[src/rtl/voting_pkg.sv]
`default_nettype none
// voting_pkg: shared encodings and width helpers for the ballot entry frontend.
// Rev 1.0
package voting_pkg;

    localparam logic [2:0] ST_IDLE        = 3'd0;
    localparam logic [2:0] ST_ID_LO       = 3'd1;
    localparam logic [2:0] ST_ID_READY    = 3'd2;
    localparam logic [2:0] ST_AUTH_WAIT   = 3'd3;
    localparam logic [2:0] ST_SELECT      = 3'd4;
    localparam logic [2:0] ST_CONFIRM     = 3'd5;
    localparam logic [2:0] ST_RESULT_WAIT = 3'd6;

    localparam logic [1:0] OUT_NONE     = 2'b00;
    localparam logic [1:0] OUT_ACCEPTED = 2'b01;
    localparam logic [1:0] OUT_REJECTED = 2'b10;
    localparam logic [1:0] OUT_TIMEOUT  = 2'b11;

    localparam logic [7:0] CTRL_STATUS_AUTH = 8'h01;

    // Bit positions of the conditioned inputs inside the debouncer bank.
    localparam int IDX_AUTH    = 0;
    localparam int IDX_SUBMIT  = 1;
    localparam int IDX_RESULTS = 2;
    localparam int IDX_CLEAR   = 3;
    localparam int IDX_KEY     = 4;
    localparam int NUM_INPUTS  = 5;

    // Counter width able to hold 0..n-1, never narrower than one bit.
    function automatic int cnt_width(input int n);
        return (n <= 2) ? 1 : $clog2(n);
    endfunction

endpackage
`default_nettype wire

[src/rtl/input_debouncer.sv]
`default_nettype none
// input_debouncer: 2-FF synchroniser plus consecutive-mismatch debounce with a one-cycle rise event.
// Rev 1.0
module input_debouncer
    import voting_pkg::*;
#(
    parameter int DEBOUNCE_CYCLES = 16
) (
    input  logic clk,
    input  logic reset,
    input  logic raw,
    output logic level,
    output logic rise_pulse
);

    localparam int              CNT_W    = cnt_width(DEBOUNCE_CYCLES);
    localparam logic [CNT_W-1:0] CNT_LAST = CNT_W'(DEBOUNCE_CYCLES - 1);

    logic             sync_meta;
    logic             sync_q;
    logic [CNT_W-1:0] count;

    always_ff @(posedge clk or posedge reset) begin
        if (reset) begin
            sync_meta  <= 1'b0;
            sync_q     <= 1'b0;
            count      <= '0;
            level      <= 1'b0;
            rise_pulse <= 1'b0;
        end else begin
            sync_meta  <= raw;
            sync_q     <= sync_meta;
            rise_pulse <= 1'b0;
            if (sync_q == level) begin
                count <= '0;
            end else if (count == CNT_LAST) begin
                // Only a 0->1 flip is an event; releases are silent.
                level      <= sync_q;
                count      <= '0;
                rise_pulse <= sync_q;
            end else begin
                count <= count + 1'b1;
            end
        end
    end

endmodule
`default_nettype wire

[src/rtl/ballot_entry_frontend.sv]
`default_nettype none
// ballot_entry_frontend: debounced booth inputs, ID/candidate assembly and controller handshake sequencing.
// Rev 1.0
module ballot_entry_frontend
    import voting_pkg::*;
#(
    parameter int DEBOUNCE_CYCLES = 16,
    parameter int TIMEOUT_CYCLES  = 1024
) (
    input  logic       clk,
    input  logic       reset,
    input  logic       btn_auth_raw,
    input  logic       btn_submit_raw,
    input  logic       btn_results_raw,
    input  logic       btn_clear_raw,
    input  logic       key_press_raw,
    input  logic [3:0] key_code,
    input  logic       system_ready,
    input  logic [7:0] ctrl_status,
    input  logic       vote_accepted,
    input  logic       vote_rejected,
    output logic [7:0] voter_id_input,
    output logic [3:0] candidate_selection,
    output logic       authenticate_voter,
    output logic       submit_vote,
    output logic       display_results_request,
    output logic [2:0] entry_state,
    output logic [1:0] last_outcome
);

    localparam int              TMO_W    = cnt_width(TIMEOUT_CYCLES);
    localparam logic [TMO_W-1:0] TMO_LAST = TMO_W'(TIMEOUT_CYCLES - 1);

    // Reset asserts asynchronously everywhere but releases two clocks later, in step with clk.
    logic [1:0] rst_pipe;
    logic       rst;

    always_ff @(posedge clk or posedge reset) begin
        if (reset) rst_pipe <= 2'b11;
        else       rst_pipe <= {rst_pipe[0], 1'b0};
    end
    assign rst = rst_pipe[1];

    logic [NUM_INPUTS-1:0] raw_vec;
    logic [NUM_INPUTS-1:0] level_unused;
    logic [NUM_INPUTS-1:0] rise_vec;

    assign raw_vec[IDX_AUTH]    = btn_auth_raw;
    assign raw_vec[IDX_SUBMIT]  = btn_submit_raw;
    assign raw_vec[IDX_RESULTS] = btn_results_raw;
    assign raw_vec[IDX_CLEAR]   = btn_clear_raw;
    assign raw_vec[IDX_KEY]     = key_press_raw;

    generate
        for (genvar i = 0; i < NUM_INPUTS; i++) begin : g_deb
            input_debouncer #(
                .DEBOUNCE_CYCLES(DEBOUNCE_CYCLES)
            ) u_deb (
                .clk        (clk),
                .reset      (rst),
                .raw        (raw_vec[i]),
                .level      (level_unused[i]),
                .rise_pulse (rise_vec[i])
            );
        end
    endgenerate

    logic ev_auth, ev_submit, ev_results, ev_clear, ev_key;
    assign ev_auth    = rise_vec[IDX_AUTH];
    assign ev_submit  = rise_vec[IDX_SUBMIT];
    assign ev_results = rise_vec[IDX_RESULTS];
    assign ev_clear   = rise_vec[IDX_CLEAR];
    assign ev_key     = rise_vec[IDX_KEY];

    logic [3:0] key_meta, key_sync;

    always_ff @(posedge clk or posedge rst) begin
        if (rst) begin
            key_meta <= '0;
            key_sync <= '0;
        end else begin
            key_meta <= key_code;
            key_sync <= key_meta;
        end
    end

    logic [2:0]       state, state_n;
    logic [7:0]       id_n;
    logic [3:0]       cand_n;
    logic [1:0]       outcome_n;
    logic             auth_n, submit_n, accepted;
    logic [TMO_W-1:0] tmo_cnt, tmo_n;

    always_comb begin
        state_n   = state;
        id_n      = voter_id_input;
        cand_n    = candidate_selection;
        outcome_n = last_outcome;
        auth_n    = 1'b0;
        submit_n  = 1'b0;
        accepted  = 1'b0;

        if (!system_ready || ev_clear) begin
            state_n = ST_IDLE;
        end else begin
            case (state)
                ST_IDLE: if (ev_key) begin
                    id_n[7:4] = key_sync;
                    outcome_n = OUT_NONE;
                    state_n   = ST_ID_LO;
                    accepted  = 1'b1;
                end
                ST_ID_LO: if (ev_key) begin
                    id_n[3:0] = key_sync;
                    state_n   = ST_ID_READY;
                    accepted  = 1'b1;
                end
                ST_ID_READY: if (ev_auth) begin
                    auth_n   = 1'b1;
                    state_n  = ST_AUTH_WAIT;
                    accepted = 1'b1;
                end
                ST_AUTH_WAIT: begin
                    if (vote_rejected) begin
                        outcome_n = OUT_REJECTED;
                        state_n   = ST_IDLE;
                    end else if (ctrl_status == CTRL_STATUS_AUTH) begin
                        state_n = ST_SELECT;
                    end
                end
                ST_SELECT: if (ev_key) begin
                    cand_n   = key_sync;
                    state_n  = ST_CONFIRM;
                    accepted = 1'b1;
                end
                ST_CONFIRM: begin
                    if (ev_key) begin
                        cand_n   = key_sync;
                        accepted = 1'b1;
                    end else if (ev_submit) begin
                        submit_n = 1'b1;
                        state_n  = ST_RESULT_WAIT;
                        accepted = 1'b1;
                    end
                end
                ST_RESULT_WAIT: begin
                    if (vote_accepted) begin
                        outcome_n = OUT_ACCEPTED;
                        state_n   = ST_IDLE;
                    end else if (vote_rejected) begin
                        outcome_n = OUT_REJECTED;
                        state_n   = ST_IDLE;
                    end
                end
                default: state_n = ST_IDLE;
            endcase

            // Timeout only fires when nothing else moved the FSM this cycle.
            if (state != ST_IDLE && !accepted && state_n == state && tmo_cnt == TMO_LAST) begin
                state_n   = ST_IDLE;
                outcome_n = OUT_TIMEOUT;
            end
        end

        if (state_n == ST_IDLE) begin
            id_n   = '0;
            cand_n = '0;
        end

        tmo_n = (state == ST_IDLE || state_n != state || accepted) ? '0 : tmo_cnt + 1'b1;
    end

    always_ff @(posedge clk or posedge rst) begin
        if (rst) begin
            state                   <= ST_IDLE;
            tmo_cnt                 <= '0;
            voter_id_input          <= '0;
            candidate_selection     <= '0;
            last_outcome            <= OUT_NONE;
            authenticate_voter      <= 1'b0;
            submit_vote             <= 1'b0;
            display_results_request <= 1'b0;
        end else begin
            state                   <= state_n;
            tmo_cnt                 <= tmo_n;
            voter_id_input          <= id_n;
            candidate_selection     <= cand_n;
            last_outcome            <= outcome_n;
            authenticate_voter      <= auth_n;
            submit_vote             <= submit_n;
            display_results_request <= system_ready & ev_results;
        end
    end

    assign entry_state = state;

endmodule
`default_nettype wire

[config.mk]
export PLATFORM = sky130hd
export DESIGN_NAME = ballot_entry_frontend
export DESIGN_NICKNAME = d
export VERILOG_FILES = /design/src/rtl/voting_pkg.sv /design/src/rtl/input_debouncer.sv /design/src/rtl/ballot_entry_frontend.sv
export SDC_FILE = /design/constraint.sdc
export NUM_CORES = 1
export LEC_CHECK = 0
export BUFFER_PORTS_ARGS = -buffer_cell sky130_fd_sc_hd__buf_2
export CORE_MARGIN = 8
export CORE_UTILIZATION = 48
export DETAILED_ROUTE_END_ITERATION = 10
export MAX_ROUTING_LAYER = met4
export PLACE_DENSITY_LB_ADDON = 0.08
export SYNTH_ARGS = -nofsm -noshare
export SYNTH_HDL_FRONTEND = slang
export SYNTH_HIERARCHICAL = 1
export SYNTH_SLANG_ARGS = --single-unit
[constraint.sdc]
create_clock -name clk -period 2.65 [get_ports clk]
set_input_delay 0.265 -clock clk [delete_from_list [all_inputs] [get_ports clk]]
set_output_delay 0.265 -clock clk [all_outputs]
set_load 0.005 [all_outputs]
==> results of run 1 <==
-- critical path, stage by stage, from the launching register on --
cell      delay [ps]
dfrtp_1          680
and4bb_1         280
a21boi_4         230
nand3b_4         200
a31o_4           210
a41o_1           490
nor2_1           100
-- logic make-up after synthesis --
group	count (synthesis)	share of synthesized area
other cells	1	0.00107
mux	17	0.0559
flops	80	0.574
fa+ha+maj	6	0.0215
buf+inv	15	0.0208
compound gates	40	0.101
xor+xnor	18	0.0452
simple gates	97	0.180
-- final cells by class --
class                           count  area [sq um]
Fill cell                         670          3070
Sequential cell                    80          2000
Multi-Input combinational cell    179          1410
Timing Repair Buffer               51           295
Clock buffer                       11           141
Tap cell                           99           124
Clock inverter                      5          56.3
Inverter                           10          37.5
-- metal layers --
metal,up-vias,wire [um]
met3,12,366
met1,1078,3060
met4,0,119
met5,-,0
met2,48,2950
li1,1087,-
-- sequential cells by signal, summed over array words and instances, names as in the netlist --
| register | count |
|---|---|
| authenticate_voter | 1 |
| g_deb.u_deb/count | 20 |
| key_sync | 4 |
| tmo_cnt | 10 |
| entry_state | 3 |
| display_results_request | 1 |
| key_meta | 4 |
| submit_vote | 1 |
| last_outcome | 2 |
| candidate_selection | 4 |
| voter_id_input | 8 |
| g_deb.u_deb/sync_q | 5 |
| g_deb.u_deb/sync_meta | 5 |
| rst_pipe | 2 |
| g_deb.u_deb/rise_pulse | 5 |
| g_deb.u_deb/level | 5 |
-- synth_stat cells (all sizes together) --
library cell	count	area (sq um)
a21boi	2	26.3
a21o	5	37.5
a21oi	5	25.0
a2bb2oi	2	17.5
a311oi	6	58.8
a31o	1	17.5
a31oi	6	43.8
a41o	1	10.0
and2	3	21.3
and3	4	25.0
and3b	1	8.76
and4	1	11.3
and4bb	1	12.5
buf	4	31.3
clkbuf	1	3.75
conb	1	3.75
dfrtp	78	1950
dfstp	2	52.6
ha	6	75.1
inv	10	37.5
mux2	5	75.1
mux2i	12	120
nand2	6	22.5
nand2b	5	31.3
nand3	14	95.1
nand3b	3	35.0
nand4b	1	8.76
nor2	26	123
nor2b	6	37.5
nor3	12	60.1
nor3b	12	90.1
nor4	1	21.3
nor4b	1	23.8
o2111a	1	12.5
o211ai	2	20.0
o21ai	4	20.0
o221ai	1	15.0
o31ai	3	41.3
o32ai	1	8.76
xnor2	13	114
xor2	5	43.8
-- power by group through the flow --
stage | Sequential, mW | Clock [mW] | Combinational [mW]
6_report | 1.29 | 0.883 | 0.113
4_1_cts | 1.29 | 0.919 | 0.114
5_1_grt | 1.29 | 0.974 | 0.130
3_3_place_gp | 1.31 | 0 | 0.106
3_5_place_dp | 1.31 | 0 | 0.110
2_1_floorplan | 1.30 | 0 | 0.0691
-- per-stage QoR --
stage	utilization	hold WS, ps
global placement	0.534	256
finish	0.570	23.4
global route	0.570	1.74
detailed placement	0.534	264
CTS	0.566	0.0986
floorplan	-	177
-- layout by cell type, fill, tap and decap left out, drive strengths merged, types with 3 or more instances in the layout --
master	Yosys	routed
a21o	5	5
a21oi	5	5
a311oi	6	6
a31oi	6	6
and2	3	3
and3	4	4
buf	4	45
clkbuf	1	11
clkinv	0	3
dfrtp	78	78
dlygate4sd3	0	6
ha	6	6
inv	10	10
mux2	5	5
mux2i	12	12
nand2	6	6
nand2b	5	5
nand3	14	14
nand3b	3	3
nor2	26	26
nor2b	6	6
nor3	12	12
nor3b	12	12
o21ai	4	4
o31ai	3	3
xnor2	13	13
xor2	5	5
-- how the worst max path moves through the flow --
stage,from,end,slack (ps),cells past startpoint
6_report,entry_state[0]$_DFF_PP0_,voter_id_input[1]$_DFFE_PP0P_,320,6
5_1_grt,entry_state[0]$_DFF_PP0_,voter_id_input[2]$_DFFE_PP0P_,140,6
4_1_cts,entry_state[0]$_DFF_PP0_,voter_id_input[1]$_DFFE_PP0P_,310,6
3_5_place_dp,entry_state[0]$_DFF_PP0_,voter_id_input[1]$_DFFE_PP0P_,330,6
3_3_place_gp,entry_state[0]$_DFF_PP0_,voter_id_input[2]$_DFFE_PP0P_,360,6
2_1_floorplan,entry_state[0]$_DFF_PP0_,tmo_cnt[2]$_DFF_PP0_,750,7
==> summary.md, run 1 <==
| Metric | Value |
|---|---|
| Number of setup violations in the final report | `0` |
| Clk slew on worst S/H paths | `80 ps` |
| Placed Instances | `413` |
| WL per Instance | `14.9 um` |
| Critical-path maximum fanout | `14` |
| CTS max path bufs | `2` |
| Power per cell area | `561 mW/mm^2` |
| Reg2reg start | `entry_state[0]$_DFF_PP0_` |
| Max VDD drop | `0.000309 V` |
| Routability cong. | `0.885` |
| Largest net degree at the start of global routing | `39` |
| Rows | `31` |
| DP HPWL | `4.61 mm` |
| Setup Skew | `8.64 ps` |
| Syn nets | `302` |
| Period utilisation layout | `0.879` |
| Post-synthesis area per instance | `12.7 sq um` |
| PortBufs | `41` |
| Min-delay src | `key_press_raw` |
| Clock power frac | `0.387` |
| First-pass GRT wire length | `11.0 mm` |
| Max cap viols | `0` |
| Layout cells sized above 1 | `0.286` |
| Post-CTS setup buffer count | `0` |
| Arr. time, crit path | `2550 ps` |
| Design Power | `2.28 mW` |
| Final Cell Area | `0.00407 sq mm` |
| Synthesis-to-layout area growth | `16.7%` |
| Switch Pwr | `0.513 mW` |
| Final ANT Viol Nets | `0` |
| Pint | `1.77 mW` |
| Final hold viol count | `0` |
| Combinational share of power | `0.049` |
| H-Tree Depth | `3` |
| Post-route DRC violation count | `0` |
| GR Layer Usage met1 | `0.167` |
| Post-synthesis cell count | `274` |
| FF+latch count, synth | `80` |
| Antenna violations before repair | `0` |
| R2R Setup Slk | `320 ps` |
| Dpl ws | `328 ps` |
| CP required | `2870 ps` |
| M2 GR Usage | `0.216` |
| Pre-antenna DRT Iters | `4` |
| # diodes | `0` |
| Starting Density | `0.489` |
| GRT Overall Usage | `0.142` |
| Leakage | `1.88 nW` |
| Switching part of the total power | `0.225` |
| Vias per cell | `5.11` |
| CTS buffer count | `9` |
| # IOs | `42` |
| Ys Warns | `6` |
| Final Slew Violations | `0` |
| Clk sinks | `80` |
| Netlist cell types | `53` |
| Worst hold endpoint | `g_deb[4].u_deb/sync_meta$_DFF_PP0_` |
| Max Freq | `429 MHz` |
| Worst R2R End | `voter_id_input[1]$_DFFE_PP0P_` |
| Worst Tran Pin Value | `600 ps` |
| Setup TNS | `0 ps` |
| Worst Setup Start Kind | `flop` |
| Met3 Usage GRT | `0.0467` |
| Setup WS post-layout | `320 ps` |
| Outcome | `completed` |
| GR Overflow Total | `0` |
| DP Area | `0.00381 sq mm` |
| Nets | `359` |
| Detailed Route Iter0 Violations | `69` |
| Crit path capture type | `flop` |
| Die Y | `101 um` |
| Clk_lat worst skew | `350 ps` |
| CTS Hold Bufs | `3` |
| Total die area | `0.0103 sq mm` |
| Aggregate routed wire length | `6.50 mm` |
| Kind of critical path | `flop to flop` |
| RSZ-0062 raised after global routing | `no` |
| Reg power frac | `0.564` |
| Minimum clock period | `2330 ps` |
| TritonCTS clock tree | `done` |
| Clock root cell | `clkbuf_8` |
| Via count | `2225` |
| Die W | `101 um` |
| Gr busiest metal | `met2` |
| Worst hold stages | `1` |
| CTS resizes | `0` |
| Core area | `0.00714 sq mm` |
| HP Class | `input pin to flop` |
| Vias in the first global route | `2345` |
| Worst r2r path cells | `6` |
| Sequential element share of the synthesized area | `0.574` |
| Max_slew headroom | `0.600` |
| Finished Layout Cells | `435` |
| Area of the mapped netlist | `0.00349 sq mm` |
(Power assumes the default switching activity.)
==> inputs of run 2 (changes only) <==
- ABC_AREA: default -> 1
- CORE_UTILIZATION: 48 -> 55
- clock period: 2.65 -> 3 ns (I/O delays scaled with it)
==> run 2 against run 1 <==
Against the previous run:
- hold slack improved by 21 ps
- sequential power fell by 12%
- routed wire length rose by 7.8%
- die area fell by 3.7%
- sequential share of layout area fell by 2.5 points
- non-clock buffer count fell by 8
- flip-flop and latch count did not move
- count of clock-buffer cells in the layout fell by 2
- critical endpoint is now tmo_cnt[3]$_DFF_PP0_
==> summary.md, run 2 <==
| Metric | Value |
|---|---|
| Outcome | `completed` |
| Syn nets | `452` |
| Core area | `0.00676 sq mm` |
| Prevailing post-synth register cell | `dfrtp_1` |
| Area of the multi-input gates | `0.00150 sq mm` |
| Max VDD drop | `0.000345 V` |
| Setup WS post-layout | `837 ps` |
| Leakage | `2.28 nW` |
| Synth area leader | `dfrtp_1` |
| Fillers | `596` |
| Most frequent cells in the layout | `dfrtp_1, nand2_1, inv_1` |
| Max cap viols | `0` |
| Fraction of synthesized area in multiplexers | `0` |
| Crit path cell chain | `nor2_1 -> nand2_1 -> nand2_1 -> inv_2 -> nand2_2 -> nor2_4 -> nand2_2 -> nand3_4 -> nand2_2 -> nand2_1 -> nand2_1 -> nor2_2 -> nand2_4 -> nor2_2` |
| Clk_lat worst skew | `350 ps` |
| Worst Setup Start Kind | `flop` |
| Sequential element share of the synthesized area | `0.525` |
| Layout cells sized above 1 | `0.276` |
| Yosys top cell area share | `0.511` |
| Dpl ws | `857 ps` |
| Pre-antenna DRT Iters | `4` |
| Final ANT Viol Nets | `0` |
| Synth Area in Compound Gates | `0.0236` |
| Synth Area in XOR/XNOR | `0.0160` |
| Setup TNS | `0 ps` |
| First-pass GRT wire length | `12.3 mm` |
| Aggregate routed wire length | `7.00 mm` |
| TritonCTS clock tree | `done` |
| CP bufs+invs | `1` |
| Power per cell area | `473 mW/mm^2` |
| Register area | `0.00200 sq mm` |
| CP peak stage delay | `730 ps` |
| Combinational share of power | `0.044` |
| Commonest non-fill, non-tap cell in the layout | `dfrtp_1` |
| Largest net degree at the start of global routing | `39` |
| Switching part of the total power | `0.244` |
| Fin Hold WS | `44.3 ps` |
| Vias in the first global route | `2806` |
| Post-route DRC violation count | `0` |
| Clock root cell | `clkbuf_8` |
| Worst Tran Pin Value | `597 ps` |
| PortBufs | `41` |
| GRT Overall Usage | `0.160` |
| Starting Density | `0.566` |
| Post-synthesis cell count | `424` |
| Setup Skew | `7.57 ps` |
| Switch Pwr | `0.496 mW` |
| Placed Instances | `541` |
| Netlist cell types | `30` |
| Clk sinks | `80` |
| Period utilisation layout | `0.721` |
| WL per Instance | `12.5 um` |
| Reg power frac | `0.558` |
| Clock power frac | `0.398` |
| Vias per cell | `5.00` |
| Largest family of logic cells by synthesized area | `simple AND/OR/NAND/NOR gates` |
| Top Registers | `g_deb.u_deb/count x20, tmo_cnt x10, voter_id_input x8` |
| Routability cong. | `0.873` |
| Post-synthesis simple-gate area fraction | `0.333` |
| Rows | `30` |
| CTS max path bufs | `2` |
| Post-synth ARST share | `1.00` |
| CP delay by family, top | `simple AND/OR/NAND/NOR gates` |
| Final Slew Violations | `0` |
| HP Class | `input pin to flop` |
| Critical path's slowest cell | `dfrtp_1` |
| Synth Area in Adders | `0.0196` |
| Post-CTS setup buffer count | `0` |
| CTS buffer count | `9` |
| Synth top area cells | `dfrtp_1, nand2_1, nand3_1` |
| EDFF count, synth | `0` |
| Most common cell in the netlist | `dfrtp_1` |
| Critical-path maximum fanout | `11` |
| Total die area | `0.00987 sq mm` |
| Final hold viol count | `0` |
| Die Y | `99.4 um` |
| Most used cell, CP | `nand2_1` |
| Arr. time, crit path | `2450 ps` |
| Max Freq | `462 MHz` |
| Kind of critical path | `flop to flop` |
| Crit path capture type | `flop` |
| Pint | `1.53 mW` |
| Antenna violations before repair | `0` |
| GR Overflow Total | `0` |
| Number of setup violations in the final report | `0` |
| RSZ-0062 raised after global routing | `no` |
| Largest Register | `g_deb.u_deb/count` |
| Synthesis-to-layout area growth | `12.3%` |
| Post-synthesis area per instance | `9.01 sq um` |
| H-Tree Depth | `3` |
| Max reg flops | `20` |
| Die W | `99.4 um` |
| DP HPWL | `5.15 mm` |
| Area of the mapped netlist | `0.00382 sq mm` |
| Design Power | `2.03 mW` |
| Clk slew on worst S/H paths | `90 ps` |
| Via count | `2792` |
| Detailed Route Iter0 Violations | `114` |
| Max_slew headroom | `0.602` |
| Top post-synthesis cells by count | `dfrtp_1, nand2_1, inv_1` |
| # IOs | `42` |
| FF+latch count, synth | `80` |
| CP required | `3290 ps` |
| Minimum clock period | `2160 ps` |
| Finished Layout Cells | `558` |
| Nets | `501` |
| Ys Warns | `6` |
| # diodes | `0` |
==> run 2: repair_timing <==
action / 4_1_cts / 5_1_grt
hold buffers: 1 / 0
gates resized for setup: 0 / 0
hold endpoints to repair: 2 / 0
==> run 2: path summary, 6_finish.rpt <==
path                                               start                                end  slack [ps]  depth (start not counted)
min in group asynchronous          rst_pipe[1]$_DFF_PP1_  g_deb[3].u_deb/count[0]$_DFF_PP0_         260                          1
worst max-delay path            entry_state[1]$_DFF_PP0_               tmo_cnt[3]$_DFF_PP0_         840                         14
worst min register to register     rst_pipe[1]$_DFF_PP1_  g_deb[3].u_deb/count[0]$_DFF_PP0_         260                          1
worst max register to register  entry_state[1]$_DFF_PP0_               tmo_cnt[3]$_DFF_PP0_         840                         14
worst min-delay path                         key_code[3]              key_meta[3]$_DFF_PP0_          40                          1
max in group asynchronous          rst_pipe[1]$_DFF_PP1_              key_meta[1]$_DFF_PP0_        2220                          2
==> run 2: cell type report <==
| cell class | instances | area share |
|---|---|---|
| sequential | 80 | 0.467 |
| multi-input combinational | 272 | 0.350 |
| inverter | 67 | 0.0598 |
| timing repair buffer | 43 | 0.0519 |
| clock buffer | 9 | 0.0289 |
| tap | 80 | 0.0233 |
| clock inverter | 7 | 0.0187 |
==> run 2: cell families after synthesis <==
logic type               count (synthesis)
AND/OR/NAND/NOR                        242
flip-flops                              80
buffers and inverters                   72
AO/OA/AOI/OAI                           16
XOR/XNOR                                 7
adder cells (fa/ha/maj)                  6
other                                    1
==> run 2: power groups by stage <==
stage,logic (mW),clock network [mW],registers (mW)
floorplan,0.0604,0,1.15
global placement,0.0889,0,1.15
detailed placement,0.0911,0,1.15
CTS,0.0928,0.836,1.13
global route,0.107,0.877,1.14
finish,0.0900,0.807,1.13
==> run 2: routing by layer <==
layer,GRT usage,up-vias,wire (um)
li1,-,1422,-
met4,0.0605,0,103
met3,0.0503,6,367
met1,0.182,1316,3160
met2,0.258,48,3370
met5,-,-,0
==> run 2: metrics by stage <==
step | instance area [sq um] | utilization
2_1_floorplan | 3820 | -
3_3_place_gp | 4080 | 0.604
3_5_place_dp | 4080 | 0.604
4_1_cts | 4290 | 0.635
5_1_grt | 4290 | 0.635
6_report | 4290 | 0.635
==> inputs of run 3 (changes only) <==
- clock period: 3 -> 2.1 ns (I/O delays scaled with it)
==> run 3 against run 2 <==
Against the previous run:
- global-route usage shrank 0.14 points
- core utilization grew 4.5 points
- power grew 42%
- critical path depth is the same
- flip-flop and latch count is the same
- hold slack gained 40 ps
- critical path type unchanged
- largest cell class unchanged
- highest routed layer unchanged
==> summary.md, run 3 (synthesis gave the netlist of run 2 again) <==
| Metric | Value |
|---|---|
| CP peak stage delay | `400 ps` |
| Most frequent cells in the layout | `dfrtp_1, nand2_1, inv_1` |
| Max Freq | `503 MHz` |
| Minimum clock period | `1990 ps` |
| Final Slew Violations | `0` |
| Worst r2r path cells | `14` |
| Fillers | `545` |
| Register area | `0.00201 sq mm` |
| Crit path capture type | `flop` |
| Clk_lat worst skew | `350 ps` |
| Routability cong. | `0.833` |
| Finished Layout Cells | `585` |
| Clock root cell | `clkbuf_8` |
| Period utilisation layout | `0.947` |
| Layout cells sized above 1 | `0.313` |
| Die Y | `99.4 um` |
| Dpl ws | `89.9 ps` |
| Fin Hold WS | `84.0 ps` |
| Synthesis-to-layout area growth | `20.3%` |
| Kind of critical path | `flop to flop` |
| GRT Overall Usage | `0.158` |
| Worst hold stages | `3` |
| Pre-antenna DRT Iters | `5` |
| Total die area | `0.00987 sq mm` |
| Detailed Route Iter0 Violations | `82` |
| Vias per cell | `4.99` |
| Critical-path maximum fanout | `5` |
| Crit path cell chain | `ha_4 -> nand2_2 -> nor2_4 -> nand3_2 -> nor2_4 -> nand3_2 -> nor2_4 -> nand3_4 -> nand2_4 -> nand2_2 -> nand2_2 -> nor2_4 -> nand2_4 -> nor2_2` |
| Die W | `99.4 um` |
| Worst R2R End | `tmo_cnt[5]$_DFF_PP0_` |
| Reg2reg start | `tmo_cnt[1]$_DFF_PP0_` |
| Max VDD drop | `0.000460 V` |
| CTS buffer count | `9` |
| Starting Density | `0.566` |
| Critical path's slowest cell | `dfrtp_1` |
| Final hold viol count | `0` |
| TritonCTS clock tree | `done` |
| Power per cell area | `626 mW/mm^2` |
| Rows | `30` |
| Outcome | `completed` |
| Area of the multi-input gates | `0.00159 sq mm` |
| Final ANT Viol Nets | `0` |
| Placed Instances | `554` |
| Worst Setup Start Kind | `flop` |
| Largest Register | `g_deb.u_deb/count` |
| DP HPWL | `5.24 mm` |
| Setup TNS | `0 ps` |
| Arr. time, crit path | `2220 ps` |
| Post-route DRC violation count | `0` |
| Number of setup violations in the final report | `0` |
| Aggregate routed wire length | `7.43 mm` |
| HP Class | `input pin to flop` |
| Setup Skew | `13.6 ps` |
| First-pass GRT wire length | `12.2 mm` |
| Largest net degree at the start of global routing | `39` |
| Design Power | `2.88 mW` |
| H-Tree Depth | `3` |
| Min-delay src | `system_ready` |
| Nets | `528` |
| Max reg flops | `20` |
| Leakage | `2.41 nW` |
| Via count | `2921` |
| # diodes | `0` |
| Worst hold endpoint | `display_results_request$_DFF_PP0_` |
| Core area | `0.00676 sq mm` |
| CP required | `2330 ps` |
| Clk slew on worst S/H paths | `80 ps` |
| PortBufs | `41` |
| Max cap viols | `0` |
| Setup WS post-layout | `111 ps` |
| Vias in the first global route | `2845` |
| GR Overflow Total | `0` |
| CTS max path bufs | `2` |
| Top Registers | `g_deb.u_deb/count x20, tmo_cnt x10, voter_id_input x8` |
| # IOs | `42` |
| Antenna violations before repair | `0` |
| Most used cell, CP | `nor2_4` |
| R2R Setup Slk | `110 ps` |
| Clk sinks | `80` |
| Commonest non-fill, non-tap cell in the layout | `dfrtp_1` |
| WL per Instance | `12.7 um` |
[run 3: cell count changes in the layout (fill, tap and decap cells not counted), moves of 2 or more]
cell | before | now
dfrtp_2 | 0 | 2
nor2_1 | 45 | 43
buf_4 | 1 | 14
nor2_4 | 6 | 8
nand3_4 | 2 | 4
nand2_1 | 74 | 72
dlygate4sd3_1 | 1 | 10
dfrtp_1 | 78 | 76
[run 3: how the worst max path moves through the flow]
stage | cells past startpoint | end | start | slack [ps]
finish | 14 | tmo_cnt[5]$_DFF_PP0_ | tmo_cnt[1]$_DFF_PP0_ | 110
floorplan | 13 | candidate_selection[0]$_DFFE_PP0P_ | tmo_cnt[0]$_DFF_PP0_ | 230
global route | 13 | last_outcome[0]$_DFFE_PP0P_ | tmo_cnt[0]$_DFF_PP0_ | -40
global placement | 12 | voter_id_input[2]$_DFFE_PP0P_ | tmo_cnt[1]$_DFF_PP0_ | 140
detailed placement | 12 | voter_id_input[1]$_DFFE_PP0P_ | tmo_cnt[1]$_DFF_PP0_ | 90
CTS | 12 | voter_id_input[1]$_DFFE_PP0P_ | tmo_cnt[1]$_DFF_PP0_ | 80
[run 3: what timing repair did]
action,in CTS,in global routing
setup endpoints to repair,0,24
setup buffers,0,3
gates resized for setup,0,18
endpoints found under the hold margin,11,0
hold buffers,10,0
[run 3: critical path, delay by kind of cell, from the launching register on]
kind | cells | cell delay, ps
AND/OR/NAND/NOR | 13 | 1310
flip-flops | 1 | 400
adder cells (fa/ha/maj) | 1 | 150
[run 3: cell type report]
type,instances,share of cell area
Multi-Input combinational cell,274,0.346
Timing Repair Buffer,68,0.0971
Sequential cell,80,0.436
Clock buffer,10,0.0278
Clock inverter,6,0.0150
Inverter,67,0.0558
Tap cell,80,0.0218
[run 3: stage by stage]
step | area [sq um] | util
3_3_place_gp | 4190 | 0.620
4_1_cts | 4480 | 0.664
5_1_grt | 4600 | 0.681
6_report | 4600 | 0.681
3_5_place_dp | 4190 | 0.620
2_1_floorplan | 3820 | -
[run 3: power breakdown]
| part | leakage, nW | switching, mW | internal [mW] |
|---|---|---|---|
| Combinational | 1.26 | 0.0846 | 0.0578 |
| Clock | 0.0968 | 0.559 | 0.556 |
| Sequential | 1.05 | 0.0365 | 1.58 |
| Total | 2.41 | 0.680 | 2.20 |
[run 3: per-layer routing]
layer,track usage,vias to the layer above,share of wire
li1,-,1485,-
met1,0.182,1380,0.45
met2,0.258,47,0.49
met3,0.0391,9,0.042
met4,0.0675,0,0.013
met5,-,-,0
